`src/rtl/spart_tx.sv`:
```
// spart_tx: SPART transmitter. One-byte holding buffer in front of an 8N1 shifter, LSB first.
// Latency: txd changes one clk after the enable that causes a transition; start bit follows the next enable after a write.
// Backpressure: tbr=0 while the holding buffer is full; writes seen with tbr=0 are dropped.
// Optional even parity bit between data and stop: define SPART_TX_PARITY_EN.
module spart_tx #(
  parameter int TICKS_PER_BIT = 16
) (
  input  logic       clk,
  input  logic       rst,
  input  logic       enable,
  input  logic       iocs,
  input  logic       iorw,
  input  logic [1:0] ioaddr,
  input  logic [7:0] data,
  output logic       tbr,
  output logic       txd
);

`ifdef SPART_TX_PARITY_EN
  typedef enum logic [2:0] {IDLE, START, DATA, PARITY, STOP} state_t;
`else
  typedef enum logic [1:0] {IDLE, START, DATA, STOP} state_t;
`endif

  localparam logic [3:0] TLAST = 4'(TICKS_PER_BIT - 1);

  state_t     state, state_nxt;
  logic [7:0] buf_dat;
  logic       buf_full;
  logic [7:0] shifter, shift_nxt;
  logic [3:0] tick_cnt, tick_nxt;
  logic [2:0] bit_cnt, bit_nxt;
  logic       txd_nxt;
  logic       wr, accept, load;
`ifdef SPART_TX_PARITY_EN
  logic       par, par_nxt;
`endif

  // A load empties the buffer in the same cycle, so a write racing the load is accepted.
  assign wr     = iocs & ~iorw & (ioaddr == 2'b00);
  assign load   = buf_full & enable &
                  ((state == IDLE) | ((state == STOP) & (tick_cnt == TLAST)));
  assign tbr    = ~buf_full | load;
  assign accept = wr & tbr;

  // Holding buffer: a new byte wins over the load-driven emptying.
  always_ff @(posedge clk or posedge rst) begin
    if (rst) begin
      buf_dat  <= '0;
      buf_full <= 1'b0;
    end else if (accept) begin
      buf_dat  <= data;
      buf_full <= 1'b1;
    end else if (load) begin
      buf_full <= 1'b0;
    end
  end

  // Frame state register and registered serial output.
  always_ff @(posedge clk or posedge rst) begin
    if (rst) begin
      state    <= IDLE;
      shifter  <= '0;
      tick_cnt <= '0;
      bit_cnt  <= '0;
      txd      <= 1'b1;
`ifdef SPART_TX_PARITY_EN
      par      <= 1'b0;
`endif
    end else begin
      state    <= state_nxt;
      shifter  <= shift_nxt;
      tick_cnt <= tick_nxt;
      bit_cnt  <= bit_nxt;
      txd      <= txd_nxt;
`ifdef SPART_TX_PARITY_EN
      par      <= par_nxt;
`endif
    end
  end

  // Next-state: load, tick counting, bit advance, and the txd level of the next state.
  always_comb begin
    state_nxt = state;
    shift_nxt = shifter;
    tick_nxt  = tick_cnt;
    bit_nxt   = bit_cnt;
`ifdef SPART_TX_PARITY_EN
    par_nxt   = par;
`endif
    if (load) begin
      state_nxt = START;
      shift_nxt = buf_dat;
      tick_nxt  = '0;
      bit_nxt   = '0;
`ifdef SPART_TX_PARITY_EN
      par_nxt   = ^buf_dat;
`endif
    end else if (enable && (state != IDLE)) begin
      if (tick_cnt == TLAST) begin
        tick_nxt = '0;
        case (state)
          START: state_nxt = DATA;
          DATA: begin
            shift_nxt = {1'b0, shifter[7:1]};
            bit_nxt   = bit_cnt + 3'd1;
            if (bit_cnt == 3'd7) begin
`ifdef SPART_TX_PARITY_EN
              state_nxt = PARITY;
`else
              state_nxt = STOP;
`endif
            end
          end
`ifdef SPART_TX_PARITY_EN
          PARITY: state_nxt = STOP;
`endif
          STOP:    state_nxt = IDLE;
          default: state_nxt = IDLE;
        endcase
      end else begin
        tick_nxt = tick_cnt + 4'd1;
      end
    end

    txd_nxt = 1'b1;
    case (state_nxt)
      START:   txd_nxt = 1'b0;
      DATA:    txd_nxt = shift_nxt[0];
`ifdef SPART_TX_PARITY_EN
      PARITY:  txd_nxt = par_nxt;
`endif
      default: txd_nxt = 1'b1;
    endcase
  end

endmodule

```
`config.mk`:
```
export PLATFORM = sky130hd
export DESIGN_NAME = spart_tx
export DESIGN_NICKNAME = d
export VERILOG_FILES = /design/src/rtl/spart_tx.sv
export SDC_FILE = /design/constraint.sdc
export NUM_CORES = 1
export LEC_CHECK = 0
export BUFFER_PORTS_ARGS = -buffer_cell sky130_fd_sc_hd__buf_4
export CORE_UTILIZATION = 35
export DETAILED_ROUTE_END_ITERATION = 10
export GPL_ROUTABILITY_DRIVEN = 0
export PLACE_DENSITY = 0.64
export SLEW_MARGIN = 10
export SYNTH_ARGS = -nofsm -noshare
export SYNTH_HDL_FRONTEND = slang
export SYNTH_SLANG_ARGS = --single-unit
export TNS_END_PERCENT = 100
```
`constraint.sdc`:
```
create_clock -name clk -period 3.6 [get_ports clk]
set_input_delay 1.08 -clock clk [delete_from_list [all_inputs] [get_ports clk]]
set_output_delay 1.08 -clock clk [all_outputs]
set_load 0.03 [all_outputs]
```
* Word level (Yosys, flattened, before mapping)
Cells that the tools add are included.
** Storage, ports and cells
- Logic and storage cells :: 55
- Input bits :: 15
- Register bits :: 27
- Output and inout port bits :: 2
** Cells by class
- Reduce and logical (&&, ||, !) cells :: 9
- Add/subtract/negate cells :: 2
- Equal/unequal tests :: 7
- Bitwise logic cells :: 10
- Mux-type cells :: 19
** Operator list (count)
- $mux W8 :: 4
- $mux W3 :: 4
- $mux W4 :: 3
- $reduce_bool A2 Y1 :: 5
- $mux W2 :: 4
- $and A1 B1 Y1 :: 6
- $eq A2 B2 Y1 const B :: 3
- $add A4 B1 Y4 const B :: 1
- $eq A2 B1 Y1 const B :: 2
- $eq A4 B4 Y1 const B :: 1
- $logic_not A2 Y1 :: 2
- $pmux W2 S2 :: 1
- $add A3 B1 Y3 const B :: 1
- $eq A3 B3 Y1 const B :: 1
- $reduce_and A3 Y1 :: 1
- $mux W1 :: 2
- $not A1 Y1 :: 2
- $or A1 B1 Y1 :: 2
- $pmux W1 S2 :: 1
- $logic_and A1 B1 Y1 :: 1

* Depth between registers and ports, before layout
- Depth in word-level cells :: 8
- Mapped depth :: 7

* Worst setup path after synthesis
No wires, ideal clock.
- Path kind :: in2out
- Start point :: input port enable
- End point :: output port tbr
- Arrival time :: 1585 ps
- Stages on the path :: 2
- Path slack :: 935 ps
- Cells stage by stage :: clkbuf_1 a21bo_2
** Between the ends
- Cells in the longest elaborated chain, start to end :: 3
** Ends and longest elaborated chain
- start, declared :: RTL line 10 : input logic enable,
- $and A1 B1 Y1 (2 in a row) :: RTL line 41 : assign load = buf_full & enable &
- $or A1 B1 Y1 :: RTL line 43 : assign tbr = ~buf_full | load;
- end, declared :: RTL line 15 : output logic tbr,
No other way between the ends.

* Worst setup path in the final report
- Start point :: register state[0]
- End point :: output port tbr
** Between the ends
- Cells in the longest elaborated chain, start to end :: 5
- Elaborated cells on any way between the ends :: 6
- Those cells by class :: eq/ne (1); bitwise (4); reduce/logical (1)
** Ends and longest elaborated chain
- start, declared :: RTL line 27 : state_t state, state_nxt;
- start signal, assigned :: RTL line 71 : state <= state_nxt;
- $eq A2 B2 Y1 :: RTL line 42 : ((state == IDLE) | ((state == STOP) & (tick_cnt == TLAST)));
- $and A1 B1 Y1 :: RTL line 42
- $or A1 B1 Y1 (*) :: RTL line 42
- $and A1 B1 Y1 (*) :: RTL line 41
- $or A1 B1 Y1 (*) :: RTL line 43
Every way passes the cells marked *; elsewhere a longest branch is shown, timed or not.

==> results.md <==
- Outcome: finished, final reports clean
- Yosys reg bits: 27
- Worst hold start: bit_cnt[0]$_DFFE_PP0P_
- CTS root buf: clkbuf_8
- DRT antenna net count: 0
- Largest net degree at the start of global routing: 28
- YS warnings: 0
- Via count of the first global-routing pass: between 900 and 1,000
- Final non-filler cell area: about 0.0015 mm^2
- IO Port Bufs: 16
- Vias: 956
- Top cells by area, synth: dfrtp_1, mux2_2, ha_1, inv_1, nand2_1
- CTS tree: yes
- Worst r2r src: state[0]$_DFF_PP0_
- RSZ-0062 raised after global routing: no
- GRT Util Overall: 13.4%
- FILL cells: 341
- CP required: between 2 and 3 ns
- CP endpoint kind: primary output
- Critical Path AT: 1.73 ns
- Final Hold Vio Count: 0
- CTS resizes: 0
- DRC errors left: 0
- Post-synthesis sequential area ratio: approximately 52%
- Area Overhead vs Synth: 16.1%
- Mapped cell area: ~0.0013 mm^2
- Share of layout cells above drive strength 1: roughly a quarter
- Syn Nets: around 140
- Static Leak: roughly 0.72 nW
- Hold buffers post-CTS: 0
- Synth Area per Inst: about 11 um^2
- Max capacitance violation total: 0
- Starting density of the core: 37.7%
- Pre-Repair DR Iteration Count: 4
- Post-synth EDFFs: 0
- Clock Path Buffers: 2
- Synth Flop Type: dfrtp_1
- Gr ovfl total: 0
- Fmax achieved: between 0.3 and 0.4 GHz
- Crit-path max FO: 7
- Biggest area consumer among synthesized cells: dfrtp_1
- Clk slew on worst S/H paths: ~0.090 ns
- Synth top area share: 49.7%
- Final Slew Violations: 0
- Rel. slew slack: roughly a third
- Final setup violation count: 0
- Routed WL: roughly 2400 um
- Clock skew: roughly 0.0018 ns
- WHS: 0.486 ns
- Postcts setup bufs: 0
- Die X: between 60 and 70 um
- Clock Latency Late Sink: between 0.2 and 0.3 ns
- First-pass GRT wire length: approximately 4100 um
- WS Path Type: reg2out
- Max H-tree Level: 1
- Placed Instance Area: between 0.001 and 0.0015 mm^2
- Tightest Pin Transition: between 0.9 and 1 ns
- Async SR Flop Fraction: 100%
- Minimum clock period: between 2 and 3 ns
- Syn Inst Count: roughly 120
- Row cnt: 21
- Ant diodes: 0
- Top cells by count, synth: dfrtp_1, inv_1, nand2_1
- Clock sink count: 27
- Worst-case vdd ir drop: between 0.3 and 0.4 mV
- DPL Wire Length: approximately 1700 um
- Iteration-0 DRC Markers: 29
- Final setup TNS: 0 ns
- Via density per instance: between 5 and 6
- Die Span Y: roughly 63 um
- Cts bufs inserted: 3
- Wire length per cell: around 13 um
- Die area: 0.00399 mm^2
- Nets@finish: approximately 160
- Placeable Area: 0.00347 mm^2
- Final period util: ~78%
- Unique masters post-synth: 36
- Power per Cell Area: approximately 770 mW/mm^2
- Crit start category: flip-flop
- # IOs: 17
- Min-Delay Path Class: reg2reg
- CP Launch Point: state[0]$_DFF_PP0_
- Most frequent cell after synthesis: dfrtp_1
- Initial antenna violation count: 0
[per-stage QoR]
stage | std cells | worst slack [ns] | power (mW) | util [%]
floorplan | 123 | 0.935 | 0.886 | -
global placement | 181 | 0.918 | 0.970 | 42.4
detailed placement | 181 | 0.908 | 1.01 | 42.4
CTS | 185 | 0.791 | 1.18 | 43.8
global route | 185 | 0.694 | 1.28 | 43.8
finish | 185 | 0.794 | 1.18 | 43.8
[path summary, 6_finish.rpt]
path	end	slack [ns]	cells after the start
worst min-delay path	bit_cnt[0]$_DFFE_PP0P_	0.49	1
min in group asynchronous	tick_cnt[2]$_DFFE_PP0P_	1.04	2
worst max register to register	tick_cnt[3]$_DFFE_PP0P_	1.67	6
worst max-delay path	tbr	0.79	5
worst min register to register	bit_cnt[0]$_DFFE_PP0P_	0.49	1
max in group asynchronous	buf_dat[7]$_DFFE_PP0P_	1.96	2
[layout by cell type (no fill, tap or decap), types with 3 or more instances in the layout]
cell type,Yosys,layout
dfrtp_1,26,26
inv_1,16,16
buf_4,0,16
nand2_1,14,14
mux2_2,8,8
nand3_1,7,7
o221ai_1,6,6
ha_1,6,6
a21oi_1,4,4
mux2i_1,3,3
nor2_1,3,3
clkbuf_8,0,3
[routing by layer]
metal	wire, um	global-route usage (%)	up-vias
li1	-	-	463
met3	106	1.09	4
met1	1060	16.8	461
met2	1130	22.2	28
met5	0	0	-
met4	63	8.72	0
[critical path, cell delays in order, from the launching register on]
cell     delay, ns
dfrtp_1       0.39
inv_1         0.09
ha_1          0.29
a41o_1        0.27
a21bo_2       0.25
buf_4         0.17
[registers in the layout, indices dropped and copies added, names as in the netlist]
name and cells:
bit_cnt 3, buf_dat 8, buf_full 1, shifter 8, state 2, tick_cnt 4
txd 1
[logic make-up after synthesis]
| logic type | synth area share, % |
|---|---|
| muxes | 9.18 |
| xor gates and xnor gates | 0.669 |
| buffers and inverters | 5.83 |
| AOI/OAI and AO/OA | 13.4 |
| and+or+nand+nor | 13.5 |
| adders and majority gates | 5.74 |
| DFF | 51.7 |
[final cells by class]
type	count	area (um^2)	area share, %
well taps	46	57.6	3.79
clock buffers	3	41.3	2.72
inverters	16	60.1	3.95
clock inverters	1	7.51	0.494
repair buffers	16	120	7.91
flip-flops and latches	27	677	44.6
multi-input cells	76	556	36.6
[report_power, final]
| part | switching, mW | internal (mW) |
|---|---|---|
| Clock | 0.0944 | 0.0785 |
| Combinational | 0.244 | 0.216 |
| Sequential | 0.0863 | 0.457 |
Power figures use the tool's default switching activity.
